--- src/rtl/fazyrv_ifetch.sv ---
// Instruction fetch stage: one Wishbone-classic read per fetch strobe.
// Returns the instruction word, or reports a misaligned, bus-error or timeout fault.
module fazyrv_ifetch #(
  parameter int unsigned TIMEOUT   = 64,
  parameter logic [31:0] RST_INSTR = 32'h13
) (
  input  logic        clk_i,
  input  logic        rst_i,
  input  logic        fetch_i,
  input  logic        flush_i,
  input  logic [31:0] pc_i,
  output logic        busy_o,
  output logic [31:0] instr_o,
  output logic        instr_vld_o,
  output logic        misalign_o,
  output logic        buserr_o,
  output logic        ibus_cyc_o,
  output logic        ibus_stb_o,
  output logic [31:0] ibus_adr_o,
  input  logic [31:0] ibus_dat_i,
  input  logic        ibus_ack_i,
  input  logic        ibus_err_i
);

  typedef enum logic {IDLE = 1'b0, BUSY = 1'b1} state_t;

  localparam int unsigned   CW       = (TIMEOUT > 0) ? $clog2(TIMEOUT + 1) : 1;
  localparam logic [CW-1:0] CNT_LAST = CW'((TIMEOUT > 0) ? TIMEOUT - 1 : 0);
  localparam logic [CW-1:0] CNT_MAX  = {CW{1'b1}};

  state_t        state_q, state_d;
  logic [31:0]   adr_q, adr_d;
  logic [31:0]   instr_q, instr_d;
  logic [CW-1:0] cnt_q, cnt_d;
  logic          vld_q, vld_d;
  logic          mis_q, mis_d;
  logic          err_q, err_d;
  logic          timeout_hit;

  assign timeout_hit = (TIMEOUT != 0) && (cnt_q == CNT_LAST);

  // Bus handshake: cyc and stb rise together on acceptance and stay high with a
  // stable address until the cycle where ack, err, flush or timeout is seen;
  // they drop on the following edge. err wins over ack when both are high.
  always_comb begin
    state_d = state_q;
    adr_d   = adr_q;
    instr_d = instr_q;
    cnt_d   = cnt_q;
    vld_d   = 1'b0;
    mis_d   = 1'b0;
    err_d   = 1'b0;
    case (state_q)
      IDLE: begin
        if (fetch_i && !flush_i) begin
          if (pc_i[1:0] == 2'b00) begin
            state_d = BUSY;
            adr_d   = {pc_i[31:2], 2'b00};
            cnt_d   = '0;
          end else begin
            mis_d = 1'b1;
          end
        end
      end
      BUSY: begin
        // Saturating so a long stall can never wrap back into a false timeout.
        if (cnt_q != CNT_MAX) cnt_d = cnt_q + 1'b1;
        if (flush_i) begin
          state_d = IDLE;
        end else if (ibus_err_i) begin
          err_d   = 1'b1;
          state_d = IDLE;
        end else if (ibus_ack_i) begin
          instr_d = ibus_dat_i;
          vld_d   = 1'b1;
          state_d = IDLE;
        end else if (timeout_hit) begin
          err_d   = 1'b1;
          state_d = IDLE;
        end
      end
      default: state_d = IDLE;
    endcase
  end

  always_ff @(posedge clk_i or posedge rst_i) begin
    if (rst_i) begin
      state_q <= IDLE;
      adr_q   <= '0;
      instr_q <= RST_INSTR;
      cnt_q   <= '0;
      vld_q   <= 1'b0;
      mis_q   <= 1'b0;
      err_q   <= 1'b0;
    end else begin
      state_q <= state_d;
      adr_q   <= adr_d;
      instr_q <= instr_d;
      cnt_q   <= cnt_d;
      vld_q   <= vld_d;
      mis_q   <= mis_d;
      err_q   <= err_d;
    end
  end

  // Bus strobes come straight from the state flop so reset drops them at once.
  assign busy_o      = (state_q != IDLE);
  assign ibus_cyc_o  = (state_q == BUSY);
  assign ibus_stb_o  = (state_q == BUSY);
  assign ibus_adr_o  = adr_q;
  assign instr_o     = instr_q;
  assign instr_vld_o = vld_q;
  assign misalign_o  = mis_q;
  assign buserr_o    = err_q;

endmodule

--- config.mk ---
export PLATFORM = sky130hd
export DESIGN_NAME = fazyrv_ifetch
export DESIGN_NICKNAME = d
export VERILOG_FILES = /design/src/rtl/fazyrv_ifetch.sv
export SDC_FILE = /design/constraint.sdc
export NUM_CORES = 1
export LEC_CHECK = 0
export BUFFER_PORTS_ARGS = -buffer_cell sky130_fd_sc_hd__buf_2
export CAP_MARGIN = 5
export CORE_ASPECT_RATIO = 1.25
export CORE_MARGIN = 2
export CORE_UTILIZATION = 29
export DETAILED_ROUTE_END_ITERATION = 12
export GPL_ROUTABILITY_DRIVEN = 0
export PLACE_DENSITY = 0.58
export SETUP_SLACK_MARGIN = 0.4
export SYNTH_ARGS = -nofsm -noshare
export SYNTH_HDL_FRONTEND = slang
export SYNTH_SLANG_ARGS = --single-unit
--- constraint.sdc ---
create_clock -name clk_i -period 3.46 [get_ports clk_i]
set_input_delay 0.346 -clock clk_i [delete_from_list [all_inputs] [get_ports clk_i]]
set_output_delay 0.346 -clock clk_i [all_outputs]
set_load 0.005 [all_outputs]
==> results.sh, run 1 <==
export IMPL_holdWs_ps=133
export IMPL_rsz0062_at_grt="false"
export IMPL_maxSlewHeadroom=0.311
export IMPL_yosys_warnings=0
export IMPL_setup_viol=0
export IMPL_htreeDepth=3
export IMPL_fp_dieW_um=94.9
export IMPL_grt_usage=0.114
export IMPL_cts_sinks=73
export IMPL_async_reset_ff_frac=1.00
export IMPL_grt_max_degree=36
export IMPL_setup_ws_ps=1210
export IMPL_post_place_cells=446
export IMPL_clkLatencyLatePin_ps=320
export IMPL_worst_pin_slew_ps=1030
export IMPL_cts_buffers=9
export IMPL_area_growth_pct=36.1
export IMPL_cp_required_ps=3670
export IMPL_synthTopCellsByArea="dfrtp_1 58%, mux2_2 14%, mux2_4 13%"
export IMPL_cts_tree="yes"
export IMPL_synth_top_cell_by_area="dfrtp_1"
export IMPL_r2r_start="busy_o"
export IMPL_die_y_um=118
export IMPL_critPathKind="flip-flop to flip-flop"
export IMPL_postCtsSetupRepairBufs=0
export IMPL_pin_count=140
export IMPL_synth_edff_count=0
export IMPL_rows=41
export IMPL_maxCapViolations=0
export IMPL_reg2reg_slack_ps=1210
export IMPL_slowest_delay_ps=650
export IMPL_switching_power_w=0.000557
export IMPL_skew_ps=5.64
export IMPL_ir_worst_vdd_uv=212
export IMPL_synth_most_common_cell="dfrtp_1"
export IMPL_setup_tns_final_ps=0
export IMPL_antenna_found_initial=0
export IMPL_run_status="completed"
export IMPL_nets=399
export IMPL_gr_total_overflow=0
export IMPL_end_kind="flip-flop"
export IMPL_fmax_mhz=445
export IMPL_drt_iter0_drc=40
export IMPL_synth_seq_cells=73
export IMPL_cp_start_kind="flip-flop"
export IMPL_wl_per_cell_um=13.0
export IMPL_post_place_ws_ps=1220
export IMPL_seq_area_frac_synth=0.611
export IMPL_cp_endpoint="ibus_adr_o[7]"
export IMPL_grt_pass1_vias=2096
export IMPL_syn_area_um2=3000
export IMPL_r2r_end="ibus_adr_o[7]"
export IMPL_p_per_area_nw_per_um2=596
export IMPL_via_per_inst=4.32
export IMPL_grt_pass1_wl_mm=9.81
export IMPL_critPathLaunch="busy_o"
export IMPL_stdcell_count=461
export IMPL_coreArea_um2=10100
export IMPL_clockBufferDepth=2
export IMPL_ctsHoldBuffers=0
export IMPL_portBuffers=137
export IMPL_num_vias=1992
export IMPL_combPwrFrac=0.173
export IMPL_crit_path_max_fanout=35
export IMPL_synth_top_area_frac=0.585
export IMPL_maxSlewViolCount=0
export IMPL_power_share_sequential=0.452
export IMPL_start_util=0.298
export IMPL_path_cells="or3b_4, or2_2, mux2_4"
export IMPL_ctsResizeCount=0
export IMPL_drc=0
export IMPL_crit_arrival_ps=2450
export IMPL_drive_gt1_frac=0.678
export IMPL_hold_viol=0
export IMPL_finalCritPeriodShare=0.649
export IMPL_ys_top_cells_by_count="70 x dfrtp_1, 37 x mux2_2, 25 x mux2_4"
export IMPL_synth_cells=188
export IMPL_p_sw_frac=0.230
export IMPL_leakagePower_nw=2.18
export IMPL_antenna_cells=0
export IMPL_cts_root_buf="clkbuf_16"
export IMPL_fin_crit_ps=2250
export IMPL_final_util=0.406
export IMPL_wirelength_mm=5.98
export IMPL_clkPwrFrac=0.375
export IMPL_ant_nets=0
export IMPL_hold_class="input port to asynchronous set/reset pin"
export IMPL_synthFlopType="dfrtp_1"
export IMPL_hpwl_mm=4.36
export IMPL_dieArea_um2=11200
export IMPL_drtPass1Iterations=4
export IMPL_critical_path_slowest_cell="or2_2"
export IMPL_internal_power_w=0.00187
export IMPL_reg2reg_depth=3
export IMPL_postSynthAreaPerCell_um2=15.9
export IMPL_synth_distinct_cells=34
export IMPL_clk_pin_slew_ps=50
-- cell type report --
| type | instances | area [um^2] |
|---|---|---|
| sequential | 73 | 1830 |
| fill | 974 | 5980 |
| clock buffer | 12 | 256 |
| multi-input combinational | 101 | 1070 |
| timing repair buffer | 140 | 708 |
| inverter | 3 | 11.3 |
| clock inverter | 3 | 40.0 |
| tap | 129 | 161 |
-- stage by stage --
stage	total power, W	area, um^2
5_1_grt	0.00257	4080
3_3_place_gp	0.00153	3780
3_5_place_dp	0.00154	3780
2_1_floorplan	0.00133	3000
4_1_cts	0.00248	4080
6_report	0.00243	4080
-- registers in the layout, summed over array words and instances (netlist names) --
| signal | count |
|---|---|
| instr_o | 32 |
| buserr_o | 1 |
| instr_vld_o | 1 |
| cnt_q | 7 |
| ibus_adr_o | 30 |
| misalign_o | 1 |
| busy_o | 1 |
-- power groups by stage --
stage	combinational (W)	sequential, W	clock [W]
after CTS	0.000432	0.00110	0.000951
after floorplan	0.000212	0.00112	0
after global routing	0.000467	0.00112	0.000986
after global placement	0.000425	0.00111	0
after detailed placement	0.000432	0.00111	0
final	0.000421	0.00110	0.000910
-- logic make-up after synthesis --
kind of cell / count (synthesis) / share of synthesized area
DFF: 73 / 0.611
muxes: 63 / 0.268
and+or+nand+nor: 17 / 0.0359
AOI/OAI and AO/OA: 15 / 0.0359
buffers and inverters: 15 / 0.0351
xor gates and xnor gates: 3 / 0.00877
adders and majority gates: 1 / 0.00418
other: 1 / 0.00125
-- worst min-delay path by stage --
stage                    end  slack, ps
5_1_grt          instr_o[14]        210
4_1_cts          instr_o[14]        160
3_5_place_dp   ibus_adr_o[2]        490
6_report         instr_o[14]        130
3_3_place_gp     instr_o[17]        480
2_1_floorplan         busy_o        450
-- cell usage in the layout, fill, tap and decap left out, types with 2 or more instances in the layout --
cell         n
o211ai_1     3
nand2_1      3
dfrtp_1     70
clkbuf_16    9
xnor2_1      2
inv_1        2
buf_2      137
conb_1       2
a32o_1       3
nand3_1      3
clkbuf_8     2
o21ai_0      5
clkinv_2     2
dfstp_2      3
mux2_4      25
or2_2        2
mux2_2      37
buf_4        3
-- layer usage --
layer	vias up	GRT usage	part of all wire
met2	89	0.182	0.48
li1	940	-	-
met4	0	0.0616	0.023
met5	-	0	0
met3	11	0.0346	0.083
met1	952	0.136	0.41
-- worst max-delay path, delay by kind of cell, from the launching register on --
kind / cells / cell delay, ps
muxes: 1 / 440
DFF: 1 / 520
and+or+nand+nor: 2 / 1130
Note: power is estimated with default switching activity, not from simulation.
==> run 2: changes to the inputs <==
PLACE_DENSITY = 0.6   (was 0.58)
clock period = 1.9 ns   (was 3.46 ns; I/O delays follow)
==> run 2 against run 1 <==
  * Sequential share of layout area fell by 4.0 points
  * Global-route usage is 0.33 points higher
  * Routed wire length rose by 21%
  * Register-to-register slack lost 970 ps
  * Non-clock buffer count rose by 16
  * Die area stayed put
  * Via count is 5.8% higher
  * First-iteration DRC count increased by 38%
  * Clock-buffer cell count did not move
  * Sequential cell count unchanged
  * Core utilization increased by 4.0 points
  * Final cell count grew 3.5%
==> results.sh, run 2 (same netlist as run 1, synthesis figures left out) <==
export IMPL_htreeDepth=3
export IMPL_critPathKind="flip-flop to flip-flop"
export IMPL_crit_family="simple AND/OR/NAND/NOR gates"
export IMPL_leakagePower_nw=2.37
export IMPL_portBuffers=137
export IMPL_path_cells="or3b_4, or2_4, clkbuf_16, mux2_4"
export IMPL_coreArea_um2=10100
export IMPL_clockBufferDepth=2
export IMPL_final_common_cell="buf_2"
export IMPL_wl_per_cell_um=15.1
export IMPL_mostFrequentLayoutCells="137 x buf_2, 69 x dfrtp_1, 56 x mux2_4"
export IMPL_die_y_um=118
export IMPL_setup_viol=0
export IMPL_fin_crit_ps=1660
export IMPL_cts_sinks=73
export IMPL_grt_pass1_vias=2081
export IMPL_area_growth_pct=49.6
export IMPL_run_status="completed"
export IMPL_wirelength_mm=7.21
export IMPL_antenna_found_initial=0
export IMPL_clk_pin_slew_ps=60
export IMPL_cp_required_ps=2110
export IMPL_gr_total_overflow=0
export IMPL_hold_class="input port to flip-flop"
export IMPL_ir_worst_vdd_uv=399
export IMPL_final_util=0.446
export IMPL_start_util=0.298
export IMPL_via_per_inst=4.42
export IMPL_dieArea_um2=11200
export IMPL_fmax_mhz=603
export IMPL_grt_usage=0.118
export IMPL_skew_ps=5.34
export IMPL_cts_buffers=9
export IMPL_cts_tree="yes"
export IMPL_ant_nets=0
export IMPL_crit_arrival_ps=1870
export IMPL_crit_path_max_fanout=9
export IMPL_hold_end="ibus_adr_o[14]"
export IMPL_drive_gt1_frac=0.698
export IMPL_setup_tns_final_ps=0
export IMPL_fp_dieW_um=94.9
export IMPL_critical_path_slowest_cell="or3b_4"
export IMPL_crit_buf_inv=1
export IMPL_p_per_area_nw_per_um2=1020
export IMPL_hold_viol=0
export IMPL_reg2reg_depth=4
export IMPL_num_vias=2108
export IMPL_antenna_cells=0
export IMPL_r2r_start="busy_o"
export IMPL_clkLatencyLatePin_ps=330
export IMPL_nets=415
export IMPL_cp_start_kind="flip-flop"
export IMPL_maxSlewViolCount=0
export IMPL_total_power_w=0.00458
export IMPL_reg2reg_slack_ps=240
export IMPL_hpwl_mm=4.31
export IMPL_drt_iter0_drc=55
export IMPL_pin_count=140
export IMPL_finalCritPeriodShare=0.873
export IMPL_min_from="pc_i[14]"
export IMPL_drtPass1Iterations=4
export IMPL_end_kind="flip-flop"
export IMPL_slowest_delay_ps=390
export IMPL_cts_root_buf="clkbuf_16"
export IMPL_rows=41
export IMPL_grt_pass1_wl_mm=10.0
export IMPL_drc=0
export IMPL_r2r_end="ibus_adr_o[4]"
export IMPL_maxCapViolations=0
export IMPL_grt_max_degree=74
export IMPL_worstHoldPathCells=2
export IMPL_largest_reg_flops=32
export IMPL_rsz0062_at_grt="true"
run 2: power breakdown:
group          total (W)  internal [W]  switching [W]
combinational   0.000902      0.000592       0.000310
sequential       0.00200       0.00184       0.000165
clock            0.00167       0.00108       0.000599
total            0.00458       0.00351        0.00107
run 2: worst max-delay path by stage:
stage / from / endpoint / cells past startpoint
after floorplan: busy_o / ibus_adr_o[10] / 5
after global placement: busy_o / ibus_adr_o[19] / 4
after detailed placement: busy_o / ibus_adr_o[18] / 4
after CTS: busy_o / ibus_adr_o[23] / 4
after global routing: busy_o / ibus_adr_o[4] / 4
final: busy_o / ibus_adr_o[4] / 4
run 2: repair_timing:
item	CTS	global route
pin swaps	0	1
hold buffers	1	0
hold endpoints to repair	70	0
gates cloned	1	5
endpoints found under the setup margin	68	71
buffers inserted	0	7
gates resized for setup	3	39
run 2: worst reg2reg max path, cell delays in order (launching register included):
cell and delay, ps:
dfrtp_1 380, or3b_4 390, or2_4 290, clkbuf_16 190, mux2_4 300
run 2: per-stage QoR:
step	setup WS [ps]	hold slack, ps	cells	cell area, um^2
4_1_cts	242	73.6	465	4170
2_1_floorplan	181	290	189	3020
5_1_grt	203	72.1	477	4480
3_3_place_gp	205	329	448	3840
3_5_place_dp	181	336	448	3840
6_report	242	85.1	477	4480
run 2: layout make-up:
| class | count | area (um^2) |
|---|---|---|
| clock inverter | 3 | 40.0 |
| fill | 938 | 5570 |
| timing repair buffer | 156 | 978 |
| sequential | 73 | 1830 |
| tap | 129 | 161 |
| multi-input combinational | 101 | 1200 |
| inverter | 3 | 15.0 |
| clock buffer | 12 | 256 |
run 2: layer usage:
layer	up-vias	track usage	routed length [um]
met5	-	0	0
met4	0	0.0571	114
met3	11	0.0391	474
met2	87	0.197	3700
met1	1025	0.132	2920
li1	985	-	-
==> run 3: changes to the inputs <==
CORE_UTILIZATION = 40   (was 29)
PLACE_DENSITY = 0.77   (was 0.6)
==> run 3 against run 2 <==
  * Non-clock buffer count fell by 4
  * Combinational power fell by 7.4%
  * Design area fell by 8.2%
  * Hold slack got worse by 18 ps
  * Clock-buffer cell count fell by 1
  * Final cell count fell by 8.4%
  * First-iteration DRC count fell by 33%
  * Global-route usage rose by 3.5 points
==> results.sh, run 3 (same netlist as run 1, synthesis figures left out) <==
export IMPL_run_status="completed"
export IMPL_hold_viol=0
export IMPL_cp_start_kind="flip-flop"
export IMPL_grt_usage=0.153
export IMPL_end_kind="flip-flop"
export IMPL_setup_tns_final_ps=0
export IMPL_wl_per_cell_um=14.5
export IMPL_reg2reg_depth=4
export IMPL_total_power_w=0.00403
export IMPL_setup_viol=0
export IMPL_die_y_um=101
export IMPL_r2r_end="ibus_adr_o[20]"
export IMPL_hold_class="input port to flip-flop"
export IMPL_drt_iter0_drc=37
export IMPL_num_vias=2047
export IMPL_hold_end="instr_o[16]"
export IMPL_rsz0062_at_grt="true"
export IMPL_ant_nets=0
export IMPL_hpwl_mm=4.38
export IMPL_area_growth_pct=37.3
export IMPL_cts_buffers=9
export IMPL_grt_pass1_wl_mm=9.52
export IMPL_grt_use_met1=0.179
export IMPL_start_util=0.410
export IMPL_clockBufferDepth=2
export IMPL_skew_ps=15.7
export IMPL_leakagePower_nw=2.22
export IMPL_htreeDepth=3
export IMPL_p_per_area_nw_per_um2=980
export IMPL_fin_crit_ps=1660
export IMPL_largest_reg_flops=32
export IMPL_rows=35
export IMPL_r2r_start="busy_o"
export IMPL_holdWs_ps=67.5
export IMPL_cts_tree="yes"
export IMPL_met3_usage=0.0358
export IMPL_grt_max_degree=34
export IMPL_ir_worst_vdd_uv=580
export IMPL_worstHoldPathCells=2
export IMPL_mostFrequentLayoutCells="137 x buf_2, 70 x dfrtp_1, 37 x mux2_2"
export IMPL_pin_count=140
export IMPL_grt_met2_usage=0.259
export IMPL_clk_pin_slew_ps=80
export IMPL_min_from="ibus_dat_i[16]"
export IMPL_busiest_layer="met2"
export IMPL_nets=411
export IMPL_cts_root_buf="clkbuf_8"
export IMPL_finalCritPeriodShare=0.874
export IMPL_cts_sinks=73
export IMPL_dieArea_um2=8200
export IMPL_critPathKind="flip-flop to flip-flop"
export IMPL_maxSlewViolCount=0
export IMPL_drtPass1Iterations=3
export IMPL_drive_gt1_frac=0.690
export IMPL_fillers=618
export IMPL_clkLatencyLatePin_ps=340
export IMPL_final_common_cell="buf_2"
export IMPL_via_per_inst=4.68
export IMPL_crit_arrival_ps=1880
export IMPL_gr_total_overflow=0
export IMPL_crit_path_max_fanout=18
export IMPL_fp_dieW_um=81.4
export IMPL_portBuffers=137
export IMPL_antenna_found_initial=0
export IMPL_fmax_mhz=602
export IMPL_maxSlewHeadroom=0.594
export IMPL_grt_pass1_vias=2067
export IMPL_antenna_cells=0
export IMPL_maxCapViolations=0
export IMPL_reg2reg_slack_ps=240
export IMPL_worst_pin_slew_ps=608
export IMPL_wirelength_mm=6.32
export IMPL_drc=0
export IMPL_cp_required_ps=2120
export IMPL_coreArea_um2=7310
-- run 3: cell types whose count changed in the layout (fill, tap and decap cells not counted), sizes merged --
cell / before / now
clkbuf: 16 / 12
buf: 151 / 150
clkinv: 2 / 3
clkinvlp: 1 / 2
-- run 3: layer usage --
metal  share of wire  up-vias
met4           0.018        0
met3           0.069       10
li1                -      964
met1            0.40      985
met5               0        -
met2            0.51       88
-- run 3: worst max-delay path, cell delays in order, from the launching register on --
cell	delay (ps)
dfrtp_1	380
or3b_4	390
or2_4	280
buf_12	170
mux2_4	300
-- run 3: worst max path at each step --
stage | to | start | slack, ps
after floorplan | ibus_adr_o[10] | busy_o | 180
after detailed placement | ibus_adr_o[9] | busy_o | 180
final | ibus_adr_o[20] | busy_o | 240
after global placement | ibus_adr_o[23] | busy_o | 210
after CTS | ibus_adr_o[15] | busy_o | 230
after global routing | instr_o[20] | busy_o | 160
-- run 3: cell type report --
type,count,area [um^2],share of cell area
Inverter,3,15.0,0.00365
Clock inverter,5,56.3,0.0137
Clock buffer,11,141,0.0344
Multi-Input combinational cell,101,1070,0.261
Sequential cell,73,1830,0.445
Timing Repair Buffer,152,880,0.214
Tap cell,92,115,0.0280
-- run 3: per-stage QoR --
| stage | setup slack, ps | instance area (um^2) | utilization | cells |
|---|---|---|---|---|
| detailed placement | 177 | 3790 | 0.518 | 411 |
| floorplan | 181 | 3020 | - | 189 |
| CTS | 230 | 4050 | 0.554 | 432 |
| global placement | 211 | 3790 | 0.518 | 411 |
| finish | 239 | 4110 | 0.562 | 437 |
| global route | 164 | 4110 | 0.562 | 437 |
-- run 3: what timing repair did --
item,in CTS,in global routing
hold endpoints to repair,22,0
endpoints found under the setup margin,69,70
gates cloned,1,2
resized for setup,4,1
pin swaps,0,1
setup buffers,3,3
hold buffers,1,0
-- run 3: power breakdown --
group / internal, W / total, W / leakage (nW) / switching [W]
clock: 0.000641 / 0.00120 / 0.0993 / 0.000563
sequential: 0.00183 / 0.00199 / 0.924 / 0.000156
combinational: 0.000532 / 0.000835 / 1.19 / 0.000303
total: 0.00301 / 0.00403 / 2.22 / 0.00102
